## config.mk

```make
export PLATFORM = sky130hd
export DESIGN_NAME = serial_full_subtractor
export DESIGN_NICKNAME = d
export VERILOG_FILES = /design/src/rtl/arith_pkg.sv /design/src/rtl/one_bit_full_subtractor.sv /design/src/rtl/serial_full_subtractor.sv
export SDC_FILE = /design/constraint.sdc
export NUM_CORES = 1
export LEC_CHECK = 0
export ABC_AREA = 0
export ABC_CLOCK_PERIOD_IN_PS = 1800
export BUFFER_PORTS_ARGS = -buffer_cell sky130_fd_sc_hd__buf_4
export CAP_MARGIN = 15
export CORE_UTILIZATION = 52
export DETAILED_ROUTE_END_ITERATION = 8
export PLACE_DENSITY = 0.76
export SLEW_MARGIN = 20
export SYNTH_ARGS = -nofsm -noshare
export SYNTH_HDL_FRONTEND = slang
export SYNTH_SLANG_ARGS = --single-unit
```

## constraint.sdc

```tcl
create_clock -name clock -period 1.8 [get_ports clock]
set_input_delay 0.18 -clock clock [delete_from_list [all_inputs] [get_ports clock]]
set_output_delay 0.18 -clock clock [all_outputs]
set_load 0.02 [all_outputs]
```

## src/rtl/arith_pkg.sv

```systemverilog
// Shared arithmetic-datapath definitions: serial-unit state encoding and
// the sizing helper for the bit counters.
package arith_pkg;

  localparam logic [1:0] ST_IDLE = 2'd0;
  localparam logic [1:0] ST_RUN  = 2'd1;
  localparam logic [1:0] ST_DONE = 2'd2;

  // Width of a counter that must reach width-1; never narrower than one bit.
  function automatic int count_w(input int width);
    return (width < 2) ? 1 : $clog2(width);
  endfunction

endpackage

```

## src/rtl/one_bit_full_subtractor.sv

```systemverilog
// Combinational 1-bit full subtractor: d = x - y - bin, bout set on underflow.
module one_bit_full_subtractor (
  input  logic x,
  input  logic y,
  input  logic bin,
  output logic d,
  output logic bout
);

  assign d    = x ^ y ^ bin;
  assign bout = (~x & y) | (~(x ^ y) & bin);

endmodule

```

## src/rtl/serial_full_subtractor.sv

```systemverilog
// Bit-serial subtractor, LSB first, valid/ready on both sides.
// Optional signed overflow output when SERIAL_SUB_OVERFLOW_EN is defined.
//
// state   | meaning
// --------+-----------------------------------------------------------
// IDLE    | in_ready=1, waiting for operands
// RUN     | one difference bit per edge, WIDTH edges total
// DONE    | out_valid=1, result held until out_ready
module serial_full_subtractor
  import arith_pkg::*;
#(
  parameter int WIDTH = 4
) (
  input  logic             clock,
  input  logic             reset_n,
  input  logic             in_valid,
  output logic             in_ready,
  input  logic [WIDTH-1:0] a,
  input  logic [WIDTH-1:0] b,
  input  logic             borrow_in,
  output logic             out_valid,
  input  logic             out_ready,
  output logic [WIDTH-1:0] difference,
`ifdef SERIAL_SUB_OVERFLOW_EN
  output logic             overflow,
`endif
  output logic             borrow_out
);

  localparam int COUNT_W = count_w(WIDTH);
  localparam logic [COUNT_W-1:0] LAST = COUNT_W'(WIDTH - 1);

  logic [1:0]         state;
  logic [WIDTH-1:0]   a_sr;
  logic [WIDTH-1:0]   b_sr;
  logic [WIDTH-1:0]   res_sr;
  logic [WIDTH-1:0]   res_next;
  logic               brw;
  logic [COUNT_W-1:0] count;
  logic               cell_d;
  logic               cell_bout;
`ifdef SERIAL_SUB_OVERFLOW_EN
  logic               a_msb;
`endif

  one_bit_full_subtractor u_cell (
    .x    (a_sr[0]),
    .y    (b_sr[0]),
    .bin  (brw),
    .d    (cell_d),
    .bout (cell_bout)
  );

  // Shift the new bit in at the MSB; written this way so WIDTH=1 needs no slice.
  always_comb begin
    res_next = res_sr >> 1;
    res_next[WIDTH-1] = cell_d;
  end

  assign in_ready  = (state == ST_IDLE);
  assign out_valid = (state == ST_DONE);

  always_ff @(posedge clock or negedge reset_n) begin
    if (!reset_n) begin
      state      <= ST_IDLE;
      a_sr       <= '0;
      b_sr       <= '0;
      res_sr     <= '0;
      brw        <= 1'b0;
      count      <= '0;
      difference <= '0;
      borrow_out <= 1'b0;
`ifdef SERIAL_SUB_OVERFLOW_EN
      a_msb      <= 1'b0;
      overflow   <= 1'b0;
`endif
    end else begin
      case (state)
        ST_IDLE: begin
          if (in_valid) begin
            a_sr  <= a;
            b_sr  <= b;
            brw   <= borrow_in;
            count <= '0;
            state <= ST_RUN;
`ifdef SERIAL_SUB_OVERFLOW_EN
            a_msb <= a[WIDTH-1];
`endif
          end
        end
        ST_RUN: begin
          a_sr   <= a_sr >> 1;
          b_sr   <= b_sr >> 1;
          brw    <= cell_bout;
          res_sr <= res_next;
          count  <= count + COUNT_W'(1);
          // Outputs only update on the final edge, so an aborted job never leaks.
          if (count == LAST) begin
            state      <= ST_DONE;
            difference <= res_next;
            borrow_out <= cell_bout;
`ifdef SERIAL_SUB_OVERFLOW_EN
            // On the last edge the cell is processing the operand MSBs.
            overflow   <= (a_sr[0] ^ b_sr[0]) & (cell_d ^ a_msb);
`endif
          end
        end
        ST_DONE: begin
          if (out_ready) state <= ST_IDLE;
        end
        default: state <= ST_IDLE;
      endcase
    end
  end

endmodule
```

**Yosys cells after proc, flatten, opt, wreduce, memory -nomap -nowiden**

Index checks and enable logic that the tools add are counted.

- Register bits after elaboration: 22
- Bits in latches: 0
- Memory bits (writable): 0
- ROM bits: 0
- Input bits: 13
- Output and inout bits: 7
- Memories: 0

- Add/subtract/negate cells: 1
- $mul: 0
- Div/mod/pow operators: 0
- Magnitude comparators: 0
- Eq/ne operators: 6
- Shifts and indexed selects: 0
- Mux-type cells: 12
- Bitwise logic cells: 7
- Reduce and logical (&&, ||, !) cells: 5

Operators with widths:

| operator | number |
|---|---|
| $pmux 4 s2 | 2 |
| $mux 2 | 4 |
| $mux 4 | 2 |
| $pmux 2 s3 | 1 |
| $eq 2x2->1 const B | 2 |
| $ne 2x2->1 const B | 2 |
| $pmux 2 s2 | 1 |
| $reduce_and 2->1 | 2 |
| $reduce_and 3->1 | 1 |
| $add 2x1->2 const B | 1 |
| $and 1x1->1 | 2 |
| $eq 2x1->1 const B | 1 |
| $logic_not 2->1 | 1 |
| $ne 2x1->1 const B | 1 |
| $not 1->1 | 2 |
| $pmux 1 s2 | 1 |
| $reduce_bool 2->1 | 1 |
| $xor 1x1->1 | 2 |
| $mux 1 | 1 |
| $or 1x1->1 | 1 |

**Longest topological paths before layout**

- Depth after elaboration: 5
- Depth in mapped cells: 5

**Hierarchy**

Synthesis repeated with hierarchy kept, for this count alone.

- Cell total of the unflattened synthesis: 91
- Area, all modules: 962.2 sq um

By module, submodules not included:

| module | times used | cells an instance | area each (sq um) | seq. area each (sq um) |
|---|---|---|---|---|
| serial_full_subtractor | 1 | 87 | 930.9 | 525.5 |
| one_bit_full_subtractor | 1 | 4 | 31.3 | 0.0 |

**Worst setup path after synthesis**

OpenSTA, ideal clock, no wires.

- Kind: flip-flop to flip-flop
- Start: reg brw
- End: reg difference[3]
- Setup time: 125 ps
- Arrival time: 1132 ps
- Path slack: 543 ps
- Cell stages (with the launch flop): 4
- Path buffers: 0
- Path through: dfrtp_1 -> inv_1 -> fa_1 -> mux2_2

- Word-level cells in the longest chain between the ends: 1

RTL lines:

| what | line | source |
|---|---|---|
| from (decl) | serial_full_subtractor.sv:38 | `logic brw;` |
| from (signal assigned) | serial_full_subtractor.sv:83 | `brw <= borrow_in;` |
| from (signal assigned) | serial_full_subtractor.sv:94 | `brw <= cell_bout;` |
| $xor 1x1->1 | one_bit_full_subtractor.sv:10 | `assign d = x ^ y ^ bin;` |
| via cell_d | serial_full_subtractor.sv:40 | `logic cell_d;` |
| to (signal assigned) | serial_full_subtractor.sv:100 | `difference <= res_next;` |
| to (decl) | serial_full_subtractor.sv:23 | `output logic [WIDTH-1:0] difference,` |

The timed path passes the listed nets, and every way through them passes these cells.
A chain may end at the register's enable or synchronous reset.

**Worst setup path in the final report**

- Start: reg state[1]
- End: out out_valid

- Word-level cells in the longest chain between the ends: 1

RTL lines:

| what | line | source |
|---|---|---|
| from (decl) | serial_full_subtractor.sv:33 | `logic [1:0] state;` |
| from (signal assigned) | serial_full_subtractor.sv:65 | `state <= ST_IDLE;` |
| from (signal assigned) | serial_full_subtractor.sv:85 | `state <= ST_RUN;` |
| from (signal assigned) | serial_full_subtractor.sv:99 | `state <= ST_DONE;` |
| $eq 2x2->1 | serial_full_subtractor.sv:61 | `assign out_valid = (state == ST_DONE);` |
| to (decl) | serial_full_subtractor.sv:21 | `output logic out_valid,` |

Every way passes these cells.

==> key figures <==
Setup path
  – Reg-to-Reg End: b_sr[1]
  – Setup crit end kind: primary output
  – Reg2reg start: state[0]
  – Critical path launch point: state[1]
  – Worst r2r path cells: 4
  – Max stage delay on crit path: 610 ps
  – Worst reg2reg setup slack: 440 ps
  – Worst Path Required: 1620 ps
  – Worst setup SP type: flip-flop
  – Critical Path AT: 1330 ps
  – Critical Path, Cell by Cell: inv_2 > nor2_1 > buf_4
  – Crit-path slowest cell: dfrtp_1
  – Crit Path Max Fanout: 13
  – CP Class: flip-flop to primary output
  – Setup crit end: out_valid

Logic synthesis
  – Cell count after synthesis: 89
  – Synth Area per Inst: 11.1 um^2
  – Ys flop type: dfrtp_1
  – Number of distinct library cells after synthesis: 26
  – Post-synth top cells: dfrtp_1, nand2_1, o21ai_0
  – EDFF count, synth: 0
  – Leading area contributor after synthesis: dfrtp_1
  – Synth top area cells: dfrtp_1, nand2_1, mux2_2
  – #FFs+latches synth: 21
  – Yosys Warn Count: 0
  – Most numerous cell in the Yosys netlist: dfrtp_1
  – Synthesized cell area: 991 um^2
  – Asr flop ratio synth: 100%
  – Post-synth net total: 104
  – Post-synthesis sequential area ratio: 53.0%
  – Synth top area share: 53.0%

GRT
  – Total grt overflow: 0
  – Vias in the first global route: 693
  – Largest net degree at the start of global routing: 22
  – Global-route wire length before repair: 3.00 mm
  – Initial antenna violation count: 0
  – All-Layer GR Usage: 20.1%

Timing
  – Max_slew headroom: 72.3%
  – Final Critical Period: 1510 ps
  – Finish-stage setup viols: 0
  – Final Skew: 1.80 ps
  – Pins Over Slew Limit: 0
  – Tightest Pin Transition: 416 ps
  – Final hold viol count: 0
  – RSZ-0062 raised after global routing: false
  – Fin crit share: 83.9%
  – Max Clock Freq: 662 MHz
  – Setup tns final: 0 ps

Power
  – Power Dens Cells: 1740 nW/um^2
  – NetSw: 0.817 mW
  – Total power: 2.03 mW
  – Sw Ratio: 40.2%
  – Worst vdd ir: 962 uV
  – Clock power share: 10.7%
  – Static Leak: 0.559 nW
  – Share of power burned in registers: 43.8%
  – Internal Power: 1.22 mW
  – Combinational share of power: 45.4%

Route
  – 1st-pass router iterations: 4
  – Total vias in the final route: 743
  – Number of remaining DRC errors: 0
  – Total Wirelength: 1.82 mm
  – Routed Antenna Nets: 0
  – Iter 0 DRT Violations: 11
  – Via/cell ratio: 5.50
  – Wire per inst: 13.5 um

Clocking
  – CTS Buf Count: 3
  – Sink Count: 21
  – H-tree depth: 1
  – Clk_lat worst skew: 290 ps
  – Clock slew at reported path FFs: 110 ps
  – CTS max path bufs: 2
  – Clock root buffer: clkbuf_4
  – CTS tree: done

Placed design
  – Post-DP HPWL: 1.36 mm
  – Area after DPL: 1130 um^2
  – Gpl congestion: 0.791
  – Placed Cells: 130
  – Port buffer count: 19

Die
  – Rows: 15
  – DIE WIDTH: 45.7 um
  – Io pins: 20
  – Die area: 2080 um^2
  – Initial cell density of the core: 56.2%
  – Core outline area: 1760 um^2
  – Die Y: 45.7 um

Finish
  – Proportion of layout cells with a drive suffix above 1: 30.9%
  – Nets@finish: 126
  – Syn-to-layout area delta: 17.8%
  – Filler cells: 153
  – Diode count: 0
  – Layout Cells excl Fill: 135
  – Fin area: 1170 um^2

Run
  – Number of max-cap violations: 0

Worst hold path
  – HP Class: input port to flip-flop

Run status
  – Status: complete, no violations
==> logic make-up after synthesis <==
group	share of synthesized area (%)
AO/OA/AOI/OAI	17.2
flip-flops	53.0
AND/OR/NAND/NOR	15.9
buffers and inverters	6.06
multiplexers	4.55
adder cells (fa/ha/maj)	3.28
==> how the worst min path moves through the flow <==
stage,start,endpoint,depth (start not counted)
after floorplan,reset_n,a_sr[0],0
after global placement,reset_n,a_sr[1],1
after detailed placement,reset_n,a_sr[2],1
after CTS,out_ready,state[1],2
after global routing,out_ready,state[1],2
final,out_ready,state[1],2
==> critical path: cells and delay by family (launching register included) <==
kind | cells | cell delay (ps)
buffers and inverters | 2 | 300
DFF | 1 | 610
and+or+nand+nor | 1 | 130
==> per-layer routing <==
metal | part of all wire, % | GRT usage [%]
met1 | 46 | 26.3
met2 | 50 | 32.9
met3 | 2.9 | 3.97
met4 | 0.93 | 7.27
met5 | 0 | 0
==> per-stage QoR <==
step / hold slack [ps] / setup slack (ps) / util (%)
6_report: 50.0 / 289 / 66.2
5_1_grt: 33.6 / 215 / 66.2
4_1_cts: 53.0 / 304 / 66.2
3_5_place_dp: 76.3 / 462 / 64.1
3_3_place_gp: 73.6 / 473 / 64.1
2_1_floorplan: -116 / 543 / -
==> sequential cells by signal, indices dropped and copies added (netlist names) <==
register,flops
a_sr,4
b_sr,4
difference,4
res_sr,3
count,2
state,2
borrow_out,1
brw,1
==> timing repair <==
action	CTS	global route
buffers inserted	0	0
endpoints found under the hold margin	21	0
gates resized for setup	0	0
hold buffers	1	0
==> power groups by stage <==
| stage | clock [mW] | combinational, mW | sequential [mW] |
|---|---|---|---|
| 2_1_floorplan | 0 | 0.730 | 0.874 |
| 3_5_place_dp | 0 | 0.930 | 0.900 |
| 6_report | 0.218 | 0.925 | 0.892 |
| 3_3_place_gp | 0 | 0.906 | 0.892 |
| 5_1_grt | 0.244 | 1.03 | 0.924 |
| 4_1_cts | 0.219 | 0.933 | 0.890 |
==> cell usage in the layout, fill, tap and decap left out, drive strengths merged, types with 2 or more instances in the layout <==
cell / instances
buf: 20
clkbuf: 4
dfrtp: 21
inv: 5
mux2: 4
nand2: 13
nand2b: 4
nand3b: 2
nor2: 8
nor2b: 2
o21ai: 8
o22ai: 5
o32ai: 5
==> layout make-up <==
class                   instances  area [um^2]  share of cell area [%]
clock buffers                   4         26.3                    2.25
multi-input cells              59          405                    34.7
flip-flops and latches         21          526                    45.0
repair buffers                 21          160                    13.7
well taps                      25         31.3                    2.68
inverters                       5         18.8                    1.61
No activity file was read; power rests on OpenSTA's default activity.
